File: src/rtl/fnn_pkg.sv
// ============================================================================
// Module   : fnn_pkg
// Purpose  : Shared types and defaults for the neuron weight sequencer.
// Revision : 1.0
// ============================================================================
`default_nettype none

package fnn_pkg;

   localparam int FNN_NUM_WEIGHT = 30;
   localparam int FNN_DATA_W     = 16;

   typedef enum logic [1:0] {
      SEQ_IDLE  = 2'd0,
      SEQ_RUN   = 2'd1,
      SEQ_DRAIN = 2'd2,
      SEQ_DONE  = 2'd3
   } seq_state_t;

endpackage

`default_nettype wire

File: src/rtl/neuron_weight_sequencer_if.sv
// ============================================================================
// Module   : neuron_weight_sequencer_if
// Purpose  : Control, input stream, weight load, memory and MAC signals of one neuron.
// Revision : 1.0
// ============================================================================
`default_nettype none

interface neuron_weight_sequencer_if
   import fnn_pkg::*;
#(
   parameter int DATA_W = FNN_DATA_W,
   parameter int ADDR_W = $clog2(FNN_NUM_WEIGHT)
);

   logic              start;
   logic              busy;
   logic              done;
   logic              in_valid;
   logic [DATA_W-1:0] in_data;
   logic              in_ready;
   logic              cfg_valid;
   logic [DATA_W-1:0] cfg_data;
   logic              cfg_ready;
   logic              mem_wen;
   logic [ADDR_W-1:0] mem_wadd;
   logic [DATA_W-1:0] mem_win;
   logic              mem_ren;
   logic [ADDR_W-1:0] mem_radd;
   logic [DATA_W-1:0] mem_wout;
   logic              mac_valid;
   logic [DATA_W-1:0] mac_x;
   logic [DATA_W-1:0] mac_w;
   logic              mac_last;

   modport slave (
      input  start, in_valid, in_data, cfg_valid, cfg_data, mem_wout,
      output busy, done, in_ready, cfg_ready, mem_wen, mem_wadd, mem_win,
             mem_ren, mem_radd, mac_valid, mac_x, mac_w, mac_last
   );

   modport master (
      output start, in_valid, in_data, cfg_valid, cfg_data, mem_wout,
      input  busy, done, in_ready, cfg_ready, mem_wen, mem_wadd, mem_win,
             mem_ren, mem_radd, mac_valid, mac_x, mac_w, mac_last
   );

endinterface

`default_nettype wire

File: src/rtl/fnn_wrap_counter.sv
// ============================================================================
// Module   : fnn_wrap_counter
// Purpose  : Counter 0..MAX that wraps on an explicit compare, not a power-of-2 rollover.
// Revision : 1.0
// ============================================================================
`default_nettype none

module fnn_wrap_counter #(
   parameter int MAX = 29,
   parameter int W   = 5
) (
   input  wire logic         clk,
   input  wire logic         rst,
   input  wire logic         inc,
   output logic [W-1:0]      cnt,
   output logic              at_max
);

   logic [W-1:0] cnt_q;
   logic [W-1:0] cnt_d;

   always_comb begin
      at_max = (cnt_q == W'(MAX));
      cnt_d  = cnt_q;
      if (inc) begin
         cnt_d = at_max ? '0 : cnt_q + W'(1);
      end
   end

   always_ff @(posedge clk) begin
      if (rst) begin
         cnt_q <= '0;
      end else begin
         cnt_q <= cnt_d;
      end
   end

   assign cnt = cnt_q;

endmodule

`default_nettype wire

File: src/rtl/neuron_weight_sequencer.sv
// ============================================================================
// Module   : neuron_weight_sequencer
// Purpose  : Streams inputs against a 1-cycle weight memory and loads weights when idle.
// Revision : 1.0
// ============================================================================
`default_nettype none

module neuron_weight_sequencer
   import fnn_pkg::*;
#(
   parameter int NUM_WEIGHT = FNN_NUM_WEIGHT,
   parameter int DATA_W     = FNN_DATA_W,
   parameter int ADDR_W     = $clog2(NUM_WEIGHT)
) (
   input  wire logic                 clk,
   input  wire logic                 rst,
   neuron_weight_sequencer_if.slave  bus
);

   seq_state_t        state_q, state_d;
   logic [DATA_W-1:0] x_pipe_q, x_pipe_d;
   logic              last_pipe_q, last_pipe_d;
   logic              v_pipe_q, v_pipe_d;
   logic              mem_wen_q, mem_wen_d;
   logic [ADDR_W-1:0] mem_wadd_q, mem_wadd_d;
   logic [DATA_W-1:0] mem_win_q, mem_win_d;

   logic              in_ready;
   logic              cfg_ready;
   logic              accept;
   logic              cfg_accept;
   logic [ADDR_W-1:0] rptr;
   logic [ADDR_W-1:0] wptr;
   logic              rptr_at_max;
   logic              wptr_at_max_unused;

   fnn_wrap_counter #(.MAX(NUM_WEIGHT - 1), .W(ADDR_W)) u_rptr (
      .clk    (clk),
      .rst    (rst),
      .inc    (accept),
      .cnt    (rptr),
      .at_max (rptr_at_max)
   );

   fnn_wrap_counter #(.MAX(NUM_WEIGHT - 1), .W(ADDR_W)) u_wptr (
      .clk    (clk),
      .rst    (rst),
      .inc    (cfg_accept),
      .cnt    (wptr),
      .at_max (wptr_at_max_unused)
   );

   always_comb begin
      state_d     = state_q;
      in_ready    = (state_q == SEQ_RUN);
      // start takes priority over a weight word offered in the same cycle
      cfg_ready   = (state_q == SEQ_IDLE) & ~bus.start;
      accept      = bus.in_valid & in_ready;
      cfg_accept  = bus.cfg_valid & cfg_ready;
      x_pipe_d    = accept ? bus.in_data : x_pipe_q;
      last_pipe_d = accept ? rptr_at_max : last_pipe_q;
      v_pipe_d    = accept;
      mem_wen_d   = cfg_accept;
      mem_wadd_d  = cfg_accept ? wptr : mem_wadd_q;
      mem_win_d   = cfg_accept ? bus.cfg_data : mem_win_q;

      case (state_q)
         SEQ_IDLE:  if (bus.start) state_d = SEQ_RUN;
         SEQ_RUN:   if (accept && rptr_at_max) state_d = SEQ_DRAIN;
         SEQ_DRAIN: state_d = SEQ_DONE;
         SEQ_DONE:  state_d = SEQ_IDLE;
         default:   state_d = SEQ_IDLE;
      endcase
   end

   always_ff @(posedge clk) begin
      if (rst) begin
         state_q     <= SEQ_IDLE;
         x_pipe_q    <= '0;
         last_pipe_q <= 1'b0;
         v_pipe_q    <= 1'b0;
         mem_wen_q   <= 1'b0;
         mem_wadd_q  <= '0;
         mem_win_q   <= '0;
      end else begin
         state_q     <= state_d;
         x_pipe_q    <= x_pipe_d;
         last_pipe_q <= last_pipe_d;
         v_pipe_q    <= v_pipe_d;
         mem_wen_q   <= mem_wen_d;
         mem_wadd_q  <= mem_wadd_d;
         mem_win_q   <= mem_win_d;
      end
   end

   assign bus.busy      = (state_q != SEQ_IDLE);
   assign bus.done      = (state_q == SEQ_DONE);
   assign bus.in_ready  = in_ready;
   assign bus.cfg_ready = cfg_ready;
   assign bus.mem_wen   = mem_wen_q;
   assign bus.mem_wadd  = mem_wadd_q;
   assign bus.mem_win   = mem_win_q;
   assign bus.mem_ren   = accept;
   assign bus.mem_radd  = rptr;
   assign bus.mac_valid = v_pipe_q;
   assign bus.mac_x     = x_pipe_q;
   assign bus.mac_w     = bus.mem_wout;
   assign bus.mac_last  = v_pipe_q & last_pipe_q;

endmodule

`default_nettype wire
File: src/flat_wrapper.sv
// flat-port wrapper written by rule: the top's interface ports become plain ports
module neuron_weight_sequencer_flat import fnn_pkg::*;
#(
   parameter int NUM_WEIGHT = FNN_NUM_WEIGHT,
   parameter int DATA_W     = FNN_DATA_W,
   parameter int ADDR_W     = $clog2(NUM_WEIGHT)
)
  (clk, rst, bus_start, bus_in_valid, bus_in_data, bus_cfg_valid, bus_cfg_data, bus_mem_wout, bus_busy, bus_done, bus_in_ready, bus_cfg_ready, bus_mem_wen, bus_mem_wadd, bus_mem_win, bus_mem_ren, bus_mem_radd, bus_mac_valid, bus_mac_x, bus_mac_w, bus_mac_last);
  neuron_weight_sequencer_if #(.DATA_W(DATA_W), .ADDR_W(ADDR_W)) bus_i ();
  input  wire logic clk;
  input  wire logic rst;
  input wire logic [$bits(bus_i.start)-1:0] bus_start;
  input wire logic [$bits(bus_i.in_valid)-1:0] bus_in_valid;
  input wire logic [$bits(bus_i.in_data)-1:0] bus_in_data;
  input wire logic [$bits(bus_i.cfg_valid)-1:0] bus_cfg_valid;
  input wire logic [$bits(bus_i.cfg_data)-1:0] bus_cfg_data;
  input wire logic [$bits(bus_i.mem_wout)-1:0] bus_mem_wout;
  output wire logic [$bits(bus_i.busy)-1:0] bus_busy;
  output wire logic [$bits(bus_i.done)-1:0] bus_done;
  output wire logic [$bits(bus_i.in_ready)-1:0] bus_in_ready;
  output wire logic [$bits(bus_i.cfg_ready)-1:0] bus_cfg_ready;
  output wire logic [$bits(bus_i.mem_wen)-1:0] bus_mem_wen;
  output wire logic [$bits(bus_i.mem_wadd)-1:0] bus_mem_wadd;
  output wire logic [$bits(bus_i.mem_win)-1:0] bus_mem_win;
  output wire logic [$bits(bus_i.mem_ren)-1:0] bus_mem_ren;
  output wire logic [$bits(bus_i.mem_radd)-1:0] bus_mem_radd;
  output wire logic [$bits(bus_i.mac_valid)-1:0] bus_mac_valid;
  output wire logic [$bits(bus_i.mac_x)-1:0] bus_mac_x;
  output wire logic [$bits(bus_i.mac_w)-1:0] bus_mac_w;
  output wire logic [$bits(bus_i.mac_last)-1:0] bus_mac_last;
  assign bus_i.start = bus_start;
  assign bus_i.in_valid = bus_in_valid;
  assign bus_i.in_data = bus_in_data;
  assign bus_i.cfg_valid = bus_cfg_valid;
  assign bus_i.cfg_data = bus_cfg_data;
  assign bus_i.mem_wout = bus_mem_wout;
  assign bus_busy = bus_i.busy;
  assign bus_done = bus_i.done;
  assign bus_in_ready = bus_i.in_ready;
  assign bus_cfg_ready = bus_i.cfg_ready;
  assign bus_mem_wen = bus_i.mem_wen;
  assign bus_mem_wadd = bus_i.mem_wadd;
  assign bus_mem_win = bus_i.mem_win;
  assign bus_mem_ren = bus_i.mem_ren;
  assign bus_mem_radd = bus_i.mem_radd;
  assign bus_mac_valid = bus_i.mac_valid;
  assign bus_mac_x = bus_i.mac_x;
  assign bus_mac_w = bus_i.mac_w;
  assign bus_mac_last = bus_i.mac_last;
  neuron_weight_sequencer #(.NUM_WEIGHT(NUM_WEIGHT), .DATA_W(DATA_W), .ADDR_W(ADDR_W)) u_core (.clk(clk), .rst(rst), .bus(bus_i));
endmodule
File: config.mk
export PLATFORM = sky130hd
export DESIGN_NAME = neuron_weight_sequencer_flat
export DESIGN_NICKNAME = d
export VERILOG_FILES = /design/src/rtl/fnn_pkg.sv /design/src/rtl/neuron_weight_sequencer_if.sv /design/src/rtl/fnn_wrap_counter.sv /design/src/rtl/neuron_weight_sequencer.sv /design/src/flat_wrapper.sv
export SDC_FILE = /design/constraint.sdc
export NUM_CORES = 1
export LEC_CHECK = 0
export CORE_UTILIZATION = 35
export CTS_BUF_LIST = sky130_fd_sc_hd__clkbuf_16
export DETAILED_ROUTE_END_ITERATION = 16
export DONT_BUFFER_PORTS = 1
export PLACE_DENSITY = 0.5
export SLEW_MARGIN = 20
export SYNTH_ARGS = -nofsm -noshare
export SYNTH_HDL_FRONTEND = slang
export SYNTH_SLANG_ARGS = --single-unit
File: constraint.sdc
create_clock -name clk -period 1.4 [get_ports clk]
set_input_delay 0.07 -clock clk [delete_from_list [all_inputs] [get_ports clk]]
set_output_delay 0.07 -clock clk [all_outputs]
set_load 0.005 [all_outputs]
==> run_results.csv, run 1 <==
group,metric,value,unit
placement,place_inst,333,
synth,synth_most_common_cell,"nand2_1",
global_routing,grt_pass1_vias,1787,
placement,dp.final_hpwl,3140,um
synth,async_reset_ff_share,0,%
detailed_routing,wl_met1,1960,um
sta,timing.setup.tns,0,ns
detailed_routing,drc,0,
synth,synth_seq_cells,52,
finish,fin_nets,364,
sta,worst_pin_slew,0.273,ns
synth,synth-compound-area-share,15.8,%
global_routing,grt_usage,15.4,%
pwr,ir_drop,0.000638,V
synth,synth_common_cells,"82 x nand2_1, 52 x dfxtp_1, 47 x a21oi_1",
placement,place_congestion,0.754,
floorplan,die_y,81.1,um
placement,postPlaceCellArea,0.00233,mm2
worst_setup_path,startpoint_type,"flop",
cts,clock_path_buffers,2,
pwr,cellLeakagePower,1.14,nW
synth,synth.top_cell.area_share,47.5,%
cts,cts_buffers,5,
sta,min_period,1.39,ns
synth,synth_top_family_by_area,"simple AND/OR/NAND/NOR gates",
detailed_routing,wl_met3,372,um
synth,yosys.area_share.adder,5.14,%
detailed_routing,drtIter0Drc,41,
cts,clkTransAtPathRegs,0.07,ns
synth,yosysSeqAreaShare,47.5,%
synth,yosys_warnings,0,
min_path,hold_path_class,"in -> reg",
global_routing,grt_pass1_wl,7850,um
synth,synth_simple_gate_area_share,21.3,%
synth,synth_area_leaders,"dfxtp_1 48%, nand2_1 14%, a21oi_1 11%, buf_4 5.8%, ha_1 5.1%",
synth,synth.distinct_cells,30,
pwr,power.density,1520,mW/mm2
finish,area_growth,32.9,%
sta,skew,0.00384,ns
finish,final_cell_area,0.00291,mm2
worst_setup_path,cp.arrival,1.56,ns
sta,holdWs,0.0854,ns
sta,rsz0062_at_grt,"true",
synth,syn_nets,329,
pwr,total_power,4.42,mW
placement,io_buffers,0,
finish,diodes,0,
worst_setup_path,crit_path_end_kind,"flop",
detailed_routing,first_pass_iters,2,
cts,cts_htree_levels,2,
cts,clk_latency,0.28,ns
sta,fmax,722,MHz
sta,slew_viol_final,0,
detailed_routing,postRouteAntennaNets,0,
cts,cts_tree,"built",
synth,synthCells,267,
detailed_routing,detail_route.wl_per_cell,12.9,um
synth,avgSynthCellArea,8.20,um2
global_routing,antenna_found_initial,0,
floorplan,initial_core_util,36.5,%
detailed_routing,routed.top_layer,"met4",
sta,setup_viol_count_final,0,
sta,slew-limit-headroom,81.8,%
floorplan,rows,28,
sta,finalCritPeriodShare,98.9,%
floorplan,ios,119,
floorplan,core,0.00599,mm2
synth,synth_edf_count,0,
finish,drive_gt1_share,20.1,%
global_routing,grt_max_degree,53,
detailed_routing,vias,1849,
sta,hold_viol,0,
flow_run,cap_violations,0,
cts,cts-root-buf,"clkbuf_16",
detailed_routing,vias_per_cell,4.89,
synth,netlist_area,0.00219,mm2
status,outcome,"finished clean",
synth,yosys.area.top_type,"dfxtp_1",
global_routing,grt_overflow,0,
worst_setup_path,cp_max_fo,4,
finish,final_cells,378,
detailed_routing,met2_length,2480,um
worst_setup_path,required,1.57,ns
floorplan,dieWidth,81.1,um
synth,synth_xor_area_share,0,%
worst_setup_path,criticalPathCategory,"reg -> reg",
floorplan,die-area,0.00658,mm2
synth,synthMuxAreaShare,0,%
synth,synth_ff_type,"dfxtp_1",
detailed_routing,totalWireLength,4860,um
cts,cts.sinks,52,
per-layer routing:
layer	vias to the layer above	global-route usage, %
met5	-	0
li1	932	-
met2	60	29.2
met4	0	4.64
met3	6	5.39
met1	851	15.7
critical path, cell delays in order (launching register included):
cell     delay [ns]
dfxtp_2        0.33
inv_4          0.07
ha_4           0.13
nor2b_4        0.18
and3b_4        0.25
o41ai_4        0.31
where the power goes:
part           switching [mW]  internal (mW)
clock                   0.505          0.650
combinational           0.720          0.748
sequential              0.131           1.67
state kept, by name, summed over array words and instances (netlist names), 2 cells and up:
register             cells
u_core.state_q           2
u_core.bus.mem_wadd      5
u_core.u_rptr.cnt        5
u_core.bus.mac_x        16
u_core.u_wptr.cnt        5
u_core.bus.mem_win      16
what timing repair did:
item                                   CTS  global route
buffers inserted                         1             2
gates cloned                             0             0
hold buffers                            34             0
resized for setup                        5            14
pin swaps                                1             7
endpoints found under the hold margin   52             0
setup endpoints to repair               36            21
through the flow:
stage	setup slack, ns	util, %
2_1_floorplan	0.00362	-
3_3_place_gp	-0.0482	38.9
3_5_place_dp	-0.0647	38.9
4_1_cts	0.00285	47.5
5_1_grt	-0.0263	48.6
6_report	0.0148	48.6
layout by cell type, fill, tap and decap left out, types with 4 or more instances in the layout:
cell type / Yosys / final
buf_4: 17 / 19
nand2_1: 82 / 80
dlygate4sd3_1: 0 / 33
inv_1: 7 / 4
nor3_1: 5 / 4
ha_1: 9 / 6
nor2_1: 6 / 5
dfxtp_2: 0 / 4
dfxtp_1: 52 / 48
a21oi_1: 47 / 45
buf_12: 0 / 5
clkbuf_16: 0 / 5
area by class of cell:
type	instances	area, um2
Fill cell	587	3080
Sequential cell	52	1050
Multi-Input combinational cell	176	988
Timing Repair Buffer	60	611
Clock buffer	5	125
Tap cell	75	93.8
Inverter	7	31.3
Clock inverter	3	13.8
worst paths after layout:
path	from	to	slack [ns]	cells after the start
worst min-delay path	rst	u_core.u_wptr.cnt[1]	0.09	2
worst max-delay path	u_core.state_q[1]	u_core.state_q[1]	0.01	5
worst max register to register	u_core.state_q[1]	u_core.state_q[1]	0.01	5
worst min register to register	u_core.last_pipe_q	u_core.last_pipe_q	0.46	2
cell families after synthesis:
kind of cell | count (synthesis)
adder cells (fa/ha/maj) | 9
buffers and inverters | 39
flip-flops | 52
AO/OA/AOI/OAI | 60
AND/OR/NAND/NOR | 107
Power figures use the tool's default switching activity.
==> inputs of run 2 (changes only) <==
--- a/config.mk
+++ b/config.mk
@@ -6,7 +6,7 @@
 export NUM_CORES = 1
 export LEC_CHECK = 0
 export CORE_UTILIZATION = 35
-export CTS_BUF_LIST = sky130_fd_sc_hd__clkbuf_16
+export CTS_BUF_LIST = sky130_fd_sc_hd__clkbuf_8
 export DETAILED_ROUTE_END_ITERATION = 16
 export DONT_BUFFER_PORTS = 1
 export PLACE_DENSITY = 0.5
==> run 2 against run 1 <==
  * Count of clock-buffer cells in the layout grew 1
  * Critical path depth increased by 2
  * Worst hold slack worse by 0.027 ns
  * Clock skew decreased by 0.0012 ns
  * Setup slack lost 0.0033 ns
  * Sequential power is essentially flat
  * Power is 6.7% lower
  * Largest cell class unchanged
  * Final cell count down 0.26%
  * Largest power group unchanged
  * Maximum frequency decreased by 0.24%
  * Non-clock buffer count down 1
  * Utilization shrank 0.79 points
==> run_results.csv, run 2 (same netlist as run 1, synthesis figures left out) <==
group,metric,value,unit
detailed_routing,drc,0,
pwr,p_int,2.81,mW
floorplan,core,0.00599,mm2
sta,timing.setup.tns,0,ns
sta,hold_viol,0,
cts,clk_latency,0.30,ns
finish,final_cell_area,0.00286,mm2
worst_setup_path,crit_buf_inv,3,
detailed_routing,first_pass_iters,4,
detailed_routing,postRouteAntennaNets,0,
sta,setup_viol_count_final,0,
placement,io_buffers,0,
worst_setup_path,crit_path_end_kind,"flop",
worst_setup_path,reg2reg_slack,0.01,ns
global_routing,grt_pass1_vias,1794,
detailed_routing,vias,1830,
detailed_routing,detail_route.wl_per_cell,12.8,um
floorplan,die_y,81.1,um
floorplan,die-area,0.00658,mm2
global_routing,grt_max_degree,54,
finish,area_growth,30.7,%
finish,diodes,0,
cts,cts-root-buf,"clkbuf_8",
sta,worst_pin_slew,0.264,ns
cts,cts.sinks,52,
sta,fmax,720,MHz
floorplan,rows,28,
worst_setup_path,crit_chain,"inv_4 -> ha_4 -> and3b_2 -> buf_6 -> buf_4 -> a21oi_1 -> nor3_1",
pwr,ir_drop,0.000699,V
pwr,power.density,1440,mW/mm2
worst_setup_path,cp.arrival,1.57,ns
sta,finalCritPeriodShare,99.2,%
pwr,seqPwrFrac,43.6,%
cts,clkTransAtPathRegs,0.09,ns
worst_setup_path,path_delay_family,"flip-flops",
placement,post-place-ws,-0.0647,ns
min_path,hold_path_class,"in -> reg",
detailed_routing,totalWireLength,4810,um
floorplan,initial_core_util,36.5,%
cts,cts_buffers,5,
floorplan,ios,119,
pwr,p_clk_share,21.0,%
sta,holdWs,0.0585,ns
placement,postPlaceCellArea,0.00233,mm2
global_routing,grt_overflow,0,
worst_setup_path,criticalPathCategory,"reg -> reg",
worst_setup_path,required,1.58,ns
pwr,p_sw_share,32.0,%
worst_setup_path,critPathSlowestCell,"dfxtp_2",
finish,final_cells,377,
sta,layout_setup_ws,0.0115,ns
cts,cts_htree_levels,2,
detailed_routing,drtIter0Drc,33,
finish,fill_cells,592,
pwr,p_sw,1.32,mW
sta,min_period,1.39,ns
cts,clock_path_buffers,2,
pwr,p_comb_share,35.4,%
sta,slew-limit-headroom,82.4,%
global_routing,grt_usage,15.4,%
cts,cts_tree,"built",
sta,skew,0.00267,ns
global_routing,antenna_found_initial,0,
global_routing,grt_pass1_wl,7850,um
finish,fin_nets,363,
sta,rsz0062_at_grt,"true",
placement,place_congestion,0.754,
finish,layout_common_cells,"79 x nand2_1, 48 x dfxtp_1, 45 x a21oi_1",
placement,dp.final_hpwl,3140,um
floorplan,dieWidth,81.1,um
worst_setup_path,startpoint_type,"flop",
detailed_routing,vias_per_cell,4.85,
pwr,cellLeakagePower,1.12,nW
flow_run,cap_violations,0,
worst_setup_path,critical-path-max-stage-delay,0.36,ns
worst_setup_path,cp_max_fo,5,
placement,place_inst,333,
status,outcome,"finished clean",
sta,slew_viol_final,0,
finish,drive_gt1_share,20.5,%
finish,layout_commonest_cell,"nand2_1",
[run 2: changes by cell type in the layout (fill, tap and decap cells not counted), sizes merged]
cell	change
clkinv	-1
dlygate4sd3	-1
clkbuf	+1
[run 2: worst paths after layout]
kind | cells after the start | end | startpoint
worst max-delay path | 7 | u_core.u_wptr.cnt[2] | u_core.state_q[1]
worst min register to register | 2 | u_core.last_pipe_q | u_core.last_pipe_q
worst max register to register | 7 | u_core.u_wptr.cnt[2] | u_core.state_q[1]
worst min-delay path | 2 | u_core.u_wptr.cnt[1] | rst
[run 2: final cells by class]
cell class              count  area [um2]  share of cell area (%)
flip-flops and latches     52        1050                    36.6
multi-input cells         176         993                    34.7
repair buffers             59         604                    21.1
well taps                  75        93.8                    3.28
clock buffers               6        82.6                    2.89
inverters                   7        31.3                    1.09
clock inverters             2        10.0                   0.350
[run 2: power by group through the flow]
stage                     Clock [mW]  Combinational [mW]  Sequential (mW)
after global routing           0.985                1.64             1.83
final                          0.867                1.46             1.80
after detailed placement           0                1.22             1.83
after floorplan                    0               0.786             1.83
after CTS                      0.921                1.40             1.79
after global placement             0                1.21             1.83
[run 2: timing repair]
| item | 4_1_cts | 5_1_grt |
|---|---|---|
| endpoints found under the hold margin | 52 | 0 |
| hold buffers | 33 | 0 |
| gates resized for setup | 6 | 14 |
| setup buffers | 1 | 2 |
| pin swaps | 2 | 5 |
| setup endpoints to repair | 37 | 26 |
[run 2: per-layer routing]
metal	part of all wire [%]	global-route usage [%]
met1	42	15.8
met2	50	28.9
met3	7.3	5.39
met4	0.91	4.64
met5	0	0
[run 2: worst register-to-register path, stage by stage (launching register included)]
cell     delay [ns]
dfxtp_2        0.36
inv_4          0.05
ha_4           0.15
and3b_2        0.27
buf_6          0.14
buf_4          0.12
a21oi_1        0.13
nor3_1         0.06
[run 2: stage by stage]
step	util, %	total power [mW]
after detailed placement	38.9	3.05
after floorplan	-	2.61
after global routing	47.8	4.46
after global placement	38.9	3.03
final	47.8	4.13
after CTS	46.8	4.11
